==> config.mk <==
export PLATFORM = sky130hd
export DESIGN_NAME = cp0_irq_ctrl_flat
export DESIGN_NICKNAME = d
export VERILOG_FILES = /design/src/rtl/cp0_irq_ctrl_if.sv /design/src/rtl/cp0_irq_ctrl.sv /design/src/flat_wrapper.sv
export SDC_FILE = /design/constraint.sdc
export NUM_CORES = 1
export LEC_CHECK = 0
export ABC_AREA = 1
export CAP_MARGIN = 30
export CORE_AREA = 8 8 108 61
export CTS_CLUSTER_DIAMETER = 120
export DETAILED_ROUTE_END_ITERATION = 8
export DIE_AREA = 0 0 116 69
export GPL_ROUTABILITY_DRIVEN = 0
export PLACE_DENSITY = 0.66
export SYNTH_ARGS = -nofsm -noshare
export SYNTH_HDL_FRONTEND = slang
export SYNTH_SLANG_ARGS = --single-unit
==> constraint.sdc <==
create_clock -name clk -period 2.9 [get_ports clk]
set_input_delay 0.725 -clock clk [delete_from_list [all_inputs] [get_ports clk]]
set_output_delay 0.725 -clock clk [all_outputs]
set_load 0.01 [all_outputs]
==> src/rtl/cp0_irq_ctrl_if.sv <==
// CP0 interrupt handshake: request/ID toward CP0, trap-taken/ERET back.
// master = interrupt controller side, slave = CP0 side.
interface cp0_irq_ctrl_if #(
  parameter int ID_W = 2
) ();
  logic            irq_req;
  logic [ID_W-1:0] irq_id;
  logic            cp0_jump_en;
  logic            eret;

  modport master (
    output irq_req,
    output irq_id,
    input  cp0_jump_en,
    input  eret
  );

  modport slave (
    input  irq_req,
    input  irq_id,
    output cp0_jump_en,
    output eret
  );
endinterface

==> src/rtl/cp0_irq_ctrl.sv <==
// Edge-detecting, maskable, fixed-priority interrupt front end for CP0.
// Ports: clk, rst (sync, active-high), irq_src, mask_we/mask_wdata,
//   global_en, cp0 (irq_req/irq_id out, cp0_jump_en/eret in),
//   busy, pending, mask, irq_count (saturating delivered count).
module cp0_irq_ctrl #(
  parameter int NUM_IRQ = 4,
  parameter int ID_W    = 2
) (
  input  logic               clk,
  input  logic               rst,
  input  logic [NUM_IRQ-1:0] irq_src,
  input  logic               mask_we,
  input  logic [NUM_IRQ-1:0] mask_wdata,
  input  logic               global_en,
  cp0_irq_ctrl_if.master     cp0,
  output logic               busy,
  output logic [NUM_IRQ-1:0] pending,
  output logic [NUM_IRQ-1:0] mask,
  output logic [15:0]        irq_count
);

  typedef enum logic [1:0] {
    IDLE,
    REQ,
    SERVICE
  } state_t;

  state_t             state_q, state_d;
  logic [NUM_IRQ-1:0] prev_q;
  logic [NUM_IRQ-1:0] pend_q, pend_d;
  logic [NUM_IRQ-1:0] mask_q, mask_d;
  logic [ID_W-1:0]    id_q, id_d;
  logic [15:0]        cnt_q, cnt_d;
  logic               req_q;
  logic               busy_q;

  logic [NUM_IRQ-1:0] rise;
  logic [NUM_IRQ-1:0] elig;
  logic [NUM_IRQ-1:0] clr;
  logic [ID_W-1:0]    win;
  logic               take;

  assign rise = irq_src & ~prev_q;
  assign elig = pend_q & mask_q & {NUM_IRQ{global_en}};

  // ERET has priority in CP0, so a jump alongside ERET is not our trap.
  assign take = (state_q == REQ) && cp0.cp0_jump_en && !cp0.eret;
  assign clr  = take ? (NUM_IRQ'(1) << id_q) : '0;

  // Scan downward so the lowest eligible index is the last one written.
  always_comb begin
    win = '0;
    for (int i = NUM_IRQ - 1; i >= 0; i--) begin
      if (elig[i]) win = ID_W'(i);
    end
  end

  always_comb begin
    state_d = state_q;
    id_d    = id_q;
    cnt_d   = cnt_q;
    mask_d  = mask_we ? mask_wdata : mask_q;
    // A rise in the clear cycle wins over the clear.
    pend_d  = (pend_q & ~clr) | rise;
    unique case (state_q)
      IDLE: begin
        if (|elig) begin
          id_d    = win;
          state_d = REQ;
        end
      end
      REQ: begin
        if (take) begin
          if (cnt_q != 16'hFFFF) cnt_d = cnt_q + 16'd1;
          state_d = SERVICE;
        end else if (!global_en) begin
          state_d = IDLE;
        end
      end
      SERVICE: begin
        if (cp0.eret) state_d = IDLE;
      end
      default: state_d = IDLE;
    endcase
  end

  always_ff @(posedge clk) begin
    if (rst) begin
      state_q <= IDLE;
      prev_q  <= '0;
      pend_q  <= '0;
      mask_q  <= '1;
      id_q    <= '0;
      cnt_q   <= '0;
      req_q   <= 1'b0;
      busy_q  <= 1'b0;
    end else begin
      state_q <= state_d;
      prev_q  <= irq_src;
      pend_q  <= pend_d;
      mask_q  <= mask_d;
      id_q    <= id_d;
      cnt_q   <= cnt_d;
      req_q   <= (state_d == REQ);
      busy_q  <= (state_d != IDLE);
    end
  end

  assign cp0.irq_req = req_q;
  assign cp0.irq_id  = id_q;
  assign busy        = busy_q;
  assign pending     = pend_q;
  assign mask        = mask_q;
  assign irq_count   = cnt_q;

endmodule

==> src/flat_wrapper.sv <==
// flat-port wrapper written by rule: the top's interface ports become plain ports
module cp0_irq_ctrl_flat 
#(
  parameter int NUM_IRQ = 4,
  parameter int ID_W    = 2
)
  (clk, rst, irq_src, mask_we, mask_wdata, global_en, busy, pending, mask, irq_count, cp0_irq_req, cp0_irq_id, cp0_cp0_jump_en, cp0_eret);
  cp0_irq_ctrl_if #(.ID_W(ID_W)) cp0_i ();
  input  logic clk;
  input  logic rst;
  input  logic [NUM_IRQ-1:0] irq_src;
  input  logic mask_we;
  input  logic [NUM_IRQ-1:0] mask_wdata;
  input  logic global_en;
  output logic busy;
  output logic [NUM_IRQ-1:0] pending;
  output logic [NUM_IRQ-1:0] mask;
  output logic [15:0] irq_count;
  output wire logic [$bits(cp0_i.irq_req)-1:0] cp0_irq_req;
  output wire logic [$bits(cp0_i.irq_id)-1:0] cp0_irq_id;
  input wire logic [$bits(cp0_i.cp0_jump_en)-1:0] cp0_cp0_jump_en;
  input wire logic [$bits(cp0_i.eret)-1:0] cp0_eret;
  assign cp0_irq_req = cp0_i.irq_req;
  assign cp0_irq_id = cp0_i.irq_id;
  assign cp0_i.cp0_jump_en = cp0_cp0_jump_en;
  assign cp0_i.eret = cp0_eret;
  cp0_irq_ctrl #(.NUM_IRQ(NUM_IRQ), .ID_W(ID_W)) u_core (.clk(clk), .rst(rst), .irq_src(irq_src), .mask_we(mask_we), .mask_wdata(mask_wdata), .global_en(global_en), .cp0(cp0_i), .busy(busy), .pending(pending), .mask(mask), .irq_count(irq_count));
endmodule
==> results of run 1 <==
[worst register-to-register path, delay by kind of cell (launching register included)]
kind | cells | cell delay (ns)
buffers and inverters | 1 | 0.07
AOI/OAI and AO/OA | 1 | 0.10
and+or+nand+nor | 6 | 0.64
DFF | 1 | 0.46
adders and majority gates | 1 | 0.27
[placed cells by master (no fill, tap or decap), types with 4 or more instances in the layout]
master	netlist	layout
a21oi_1	10	10
clkbuf_8	0	5
clkdlybuf4s50_1	0	41
dfxtp_1	34	34
inv_1	32	32
nand2_1	77	77
nand2_2	4	4
nand3_1	21	21
nand4_1	6	6
nor2_1	25	25
nor2_2	5	5
nor3_1	4	4
o21ai_0	4	4
o22ai_1	4	4
xor2_1	4	4
[flip-flops by register name, summed over array words and instances (netlist names)]
register,cells
u_core.busy,1
u_core.cp0.irq_id,2
u_core.cp0.irq_req,1
u_core.irq_count,16
u_core.mask,4
u_core.pending,4
u_core.prev_q,4
u_core.state_q,2
[power by group through the flow]
stage	Clock [mW]	Sequential (mW)	Combinational, mW
final	0.339	0.508	0.132
after global routing	0.368	0.511	0.147
after CTS	0.352	0.507	0.133
after detailed placement	0	0.517	0.133
after global placement	0	0.517	0.130
after floorplan	0	0.522	0.0579
[per-stage QoR]
step                      hold WS [ns]  worst slack, ns  util, %
after floorplan                  0.408             1.32        -
after global placement           0.415            0.727     43.3
after detailed placement         0.422            0.673     43.3
after CTS                        0.432            0.814     44.9
after global routing             0.441            0.769     44.9
final                            0.433            0.815     44.9
[per-layer routing]
metal | track usage (%) | wire (µm)
met5 | 0 | 0
met4 | 4.71 | 69
met3 | 5.30 | 432
met2 | 14.7 | 1740
met1 | 17.5 | 2440
[final cells by class]
type	count	area [µm²]	area share, %
flip-flops and latches	34	681	29.5
clock buffers	5	68.8	2.99
well taps	73	91.3	3.97
repair buffers	42	418	18.1
clock inverters	2	10.0	0.435
multi-input cells	178	892	38.7
inverters	36	143	6.19
[worst paths after layout]
path                       startpoint             endpoint  cells past startpoint
setup / recovery  u_core.irq_count[9]         irq_count[9]                      1
hold / removal       u_core.prev_q[0]    u_core.pending[0]                      1
setup reg to reg  u_core.irq_count[0]  u_core.irq_count[0]                      9
hold reg to reg      u_core.prev_q[0]    u_core.pending[0]                      1
[logic make-up after synthesis]
| group | after synthesis | synth area share (%) |
|---|---|---|
| DFF | 34 | 39.2 |
| AOI/OAI and AO/OA | 21 | 6.91 |
| xor gates and xnor gates | 4 | 2.02 |
| buffers and inverters | 40 | 9.50 |
| and+or+nand+nor | 152 | 41.7 |
| adders and majority gates | 1 | 0.720 |
==> reports/results.txt, run 1 <==
Syn Inst Count = 252
Total global routing overflow = 0
R2R setup slack = 1.30 ns
Vias per inst = 4.67
Quantity of gates resized following cts = 0
Count of warnings emitted by yosys = 0
Synthesized Nets = 267
CTS clk-pin slew, worst paths = 0.07 ns
Final setup violation count = 0
CTS tree = yes
Filler instances = 560
WS Path Type = flip-flop to primary output
Top Ports = 42
Port bufs = 41
Routed WL = 4690 µm
Clk_lat worst skew = 0.29 ns
Diode count = 0
EDFF count, synth = 0
Min Tclk post-route = 2.09 ns
# rows = 19
Post-synth top cells = 77 x nand2_1, 34 x dfxtp_1, 32 x inv_1
CP Launch Type = flip-flop
CP Max Fanout = 6
Synth cell types = 25
Outcome = finished, final reports clean
Seq pwr share = 51.9%
CTS max path bufs = 2
Placed cells = 363
NetSw = 0.263 mW
Total CTS buffers = 5
Drt drc = 0
Crit path max-delay family = buffers and inverters
Share of cells above drive strength 1 = 10.4%
Area contributors post-synth = dfxtp_1 39%, nand2_1 17%, inv_1 6.9%, nand3_1 6.0%, nor2_1 5.4%
Post-DP HPWL = 3730 µm
#FFs+latches synth = 34
CP arrival = 1.36 ns
Clock share of power = 34.7%
Sinks on Clock Net = 34
Die W = 116 µm
Drt wl/cell = 12.7 µm
Core footprint = 0.00513 mm²
Top-area cell type share of the netlist area = 39.2%
Final instance area = 0.00230 mm²
Post-CTS Setup Inserts = 0
ANT nets after route = 0
Initial core utilization = 33.8%
Hold/Removal Path Class = flip-flop to flip-flop
Final setup TNS = 0 ns
Most frequent cell after synthesis = nand2_1
Antenna violations before repair = 0
CP max stage cell = clkdlybuf4s50_1
Worst Tran Pin Value = 0.689 ns
Die footprint = 0.00800 mm²
CTS Root Cell = clkbuf_8
Vias in the first global route = 1529
Mapped cell area = 0.00174 mm²
Fin. Hold Viols = 0
Final cell count without fillers = 370
Final period util = 71.9%
H-tree depth = 2
Clock Skew = 0.00725 ns
Max-slew violation count = 0
Via count = 1729
Combinational share of power = 13.4%
Area after DPL = 0.00222 mm²
CP peak stage delay = 0.60 ns
Leak pwr = 1.01 nW
Fmax achieved = 0.480 GHz
Setup crit end kind = primary output
Nets = 312
Die Height = 69 µm
Synthesized area per cell = 6.90 µm²
PwrDens = 425 mW/mm²
First DRT Iteration DRCs = 76
Drt first pass iters = 4
Area leader, netlist = dfxtp_1
Total power = 0.978 mW
CP cell instances = clkdlybuf4s50_1
RSZ-0062 raised after global routing = false
Int Pwr = 0.715 mW
Largest net degree at the start of global routing = 23
Worst endpoint required time = 2.17 ns
Async S/R FF share, synth = 0%
# hold bufs at CTS = 0
Overall global routing resource usage = 12.1%
Area growth syn-to-layout = 32.5%
Dominant synthesized flop cell = dfxtp_1
Sw frac = 26.9%
Max-Cap Viols = 0
Max IR drop VDD = 0.182 mV
Post-synthesis sequential area ratio = 39.2%
Global-route wire length before repair = 7570 µm
Slew HR = 54.0%
WP buf/inv = 1
Power figures use the tool's default switching activity.
==> run 2: changes to the inputs <==
clock period = 2.15 ns   (was 2.9 ns; I/O delays follow)
==> reports/results.txt, run 2 (synthesized netlist as in run 1, its figures left out) <==
Quantity of gates resized following cts = 0 (unchanged)
Fin. Hold Viols = 0 (unchanged)
Die W = 116 µm (unchanged)
CTS tree = yes (unchanged)
Outcome = finished, final reports clean (unchanged)
CTS max path bufs = 2 (unchanged)
Most frequent cells in the layout = 77 x nand2_1, 41 x clkdlybuf4s50_1, 34 x dfxtp_1 (unchanged)
Min Tclk post-route = 1.89 ns
Via count = 1659 (was 1729)
Drt wl/cell = 12.2 µm (was 12.7 µm)
# hold bufs at CTS = 0 (unchanged)
WS Path Type = flip-flop to primary output (unchanged)
RSZ-0062 raised after global routing = false (unchanged)
CP peak stage delay = 0.59 ns (was 0.60 ns)
CTS Root Cell = clkbuf_8 (unchanged)
Post-CTS Setup Inserts = 0 (unchanged)
Overall global routing resource usage = 12.2% (was 12.1%)
First DRT Iteration DRCs = 97 (was 76)
Total CTS buffers = 5 (unchanged)
CP Launch Type = flip-flop (unchanged)
Global-route wire length before repair = 7920 µm (was 7570 µm)
R2R setup slack = 0.54 ns (was 1.30 ns)
Final setup TNS = 0 ns (unchanged)
Max-Cap Viols = 0 (unchanged)
Die Height = 69 µm (unchanged)
Initial core utilization = 33.8% (unchanged)
Share of cells above drive strength 1 = 11.3% (was 10.4%)
Area growth syn-to-layout = 36.8% (was 32.5%)
Most common cell after layout, fill and taps aside = nand2_1 (unchanged)
Setup crit end kind = primary output (unchanged)
ANT nets after route = 0 (unchanged)
FF/Latch Area = 681 µm² (unchanged)
Port bufs = 41 (unchanged)
Fmax achieved = 0.530 GHz
Hold/Removal Path Class = flip-flop to flip-flop (unchanged)
Max-slew violation count = 0 (unchanged)
Crit path max-delay family = buffers and inverters (unchanged)
CP max stage cell = clkdlybuf4s50_1 (unchanged)
PwrDens = 664 mW/mm² (was 425 mW/mm²)
Clock Skew = 0.00689 ns (was 0.00725 ns)
Largest net degree at the start of global routing = 16 (was 23)
Final period util = 87.8%
# rows = 19 (unchanged)
WP buf/inv = 1 (unchanged)
Diode count = 0 (unchanged)
CP Max Fanout = 6 (unchanged)
Number of flip-flops in the largest register = 16 (unchanged)
Leak pwr = 1.04 nW (was 1.01 nW)
Drt first pass iters = 4 (unchanged)
Top Ports = 42 (unchanged)
Nets = 314 (was 312)
CP cell instances = clkdlybuf4s50_1 (unchanged)
Multi-input gate area = 892 µm² (unchanged)
Vias in the first global route = 1605 (was 1529)
CP arrival = 1.35 ns (was 1.36 ns)
Total global routing overflow = 0 (unchanged)
Core footprint = 0.00513 mm² (unchanged)
Worst Tran Pin Value = 0.297 ns (was 0.689 ns)
CTS clk-pin slew, worst paths = 0.07 ns (about the same)
Max IR drop VDD = 0.400 mV (was 0.182 mV)
Post-DP HPWL = 3550 µm (was 3730 µm)
Vias per inst = 4.45 (was 4.67)
Final cell count without fillers = 373 (was 370)
Clk_lat worst skew = 0.29 ns (about the same)
H-tree depth = 2 (unchanged)
Routed WL = 4540 µm (was 4690 µm)
Die footprint = 0.00800 mm² (unchanged)
Placed cells = 365 (was 363)
Filler instances = 530 (was 560)
Slew HR = 80.1% (was 54.0%)
Worst endpoint required time = 1.61 ns (was 2.17 ns)
Final setup violation count = 0 (unchanged)
Drt drc = 0 (unchanged)
Sinks on Clock Net = 34 (unchanged)
Antenna violations before repair = 0 (unchanged)
## run 2: per-stage QoR
stage	setup slack [ns]	total power, mW	instance area [µm²]	util (%)	hold slack, ns
finish	0.262	1.58	2380	46.3	0.431
global route	0.202	1.66	2380	46.3	0.450
CTS	0.248	1.60	2380	46.3	0.430
detailed placement	0.0937	0.879	2240	43.6	0.420
global placement	0.163	0.876	2240	43.6	0.411
floorplan	0.609	0.782	1740	-	0.408
## run 2: cell type report
cell class / instances / area share [%]
clock buffers: 5 / 2.89
clock inverters: 3 / 2.89
inverters: 36 / 6.00
multi-input cells: 178 / 37.5
flip-flops and latches: 34 / 28.6
well taps: 73 / 3.84
repair buffers: 44 / 18.2
## run 2: worst paths after layout
kind | start | end | depth (start not counted)
setup / recovery | u_core.irq_count[9] | irq_count[9] | 1
hold / removal | u_core.prev_q[1] | u_core.pending[1] | 1
setup reg to reg | u_core.irq_count[0] | u_core.irq_count[6] | 9
hold reg to reg | u_core.prev_q[1] | u_core.pending[1] | 1
## run 2: power by group
part / internal, mW / switching (mW)
clock: 0.465 / 0.251
combinational: 0.0901 / 0.0909
sequential: 0.660 / 0.0230
## run 2: layer usage
metal	global-route usage (%)	part of all wire (%)	vias up	routed length, µm
li1	-	-	888	-
met1	16.7	50	728	2270
met2	15.6	38	39	1740
met3	6.69	11	4	493
met4	3.00	0.79	0	36
met5	0	0	-	0
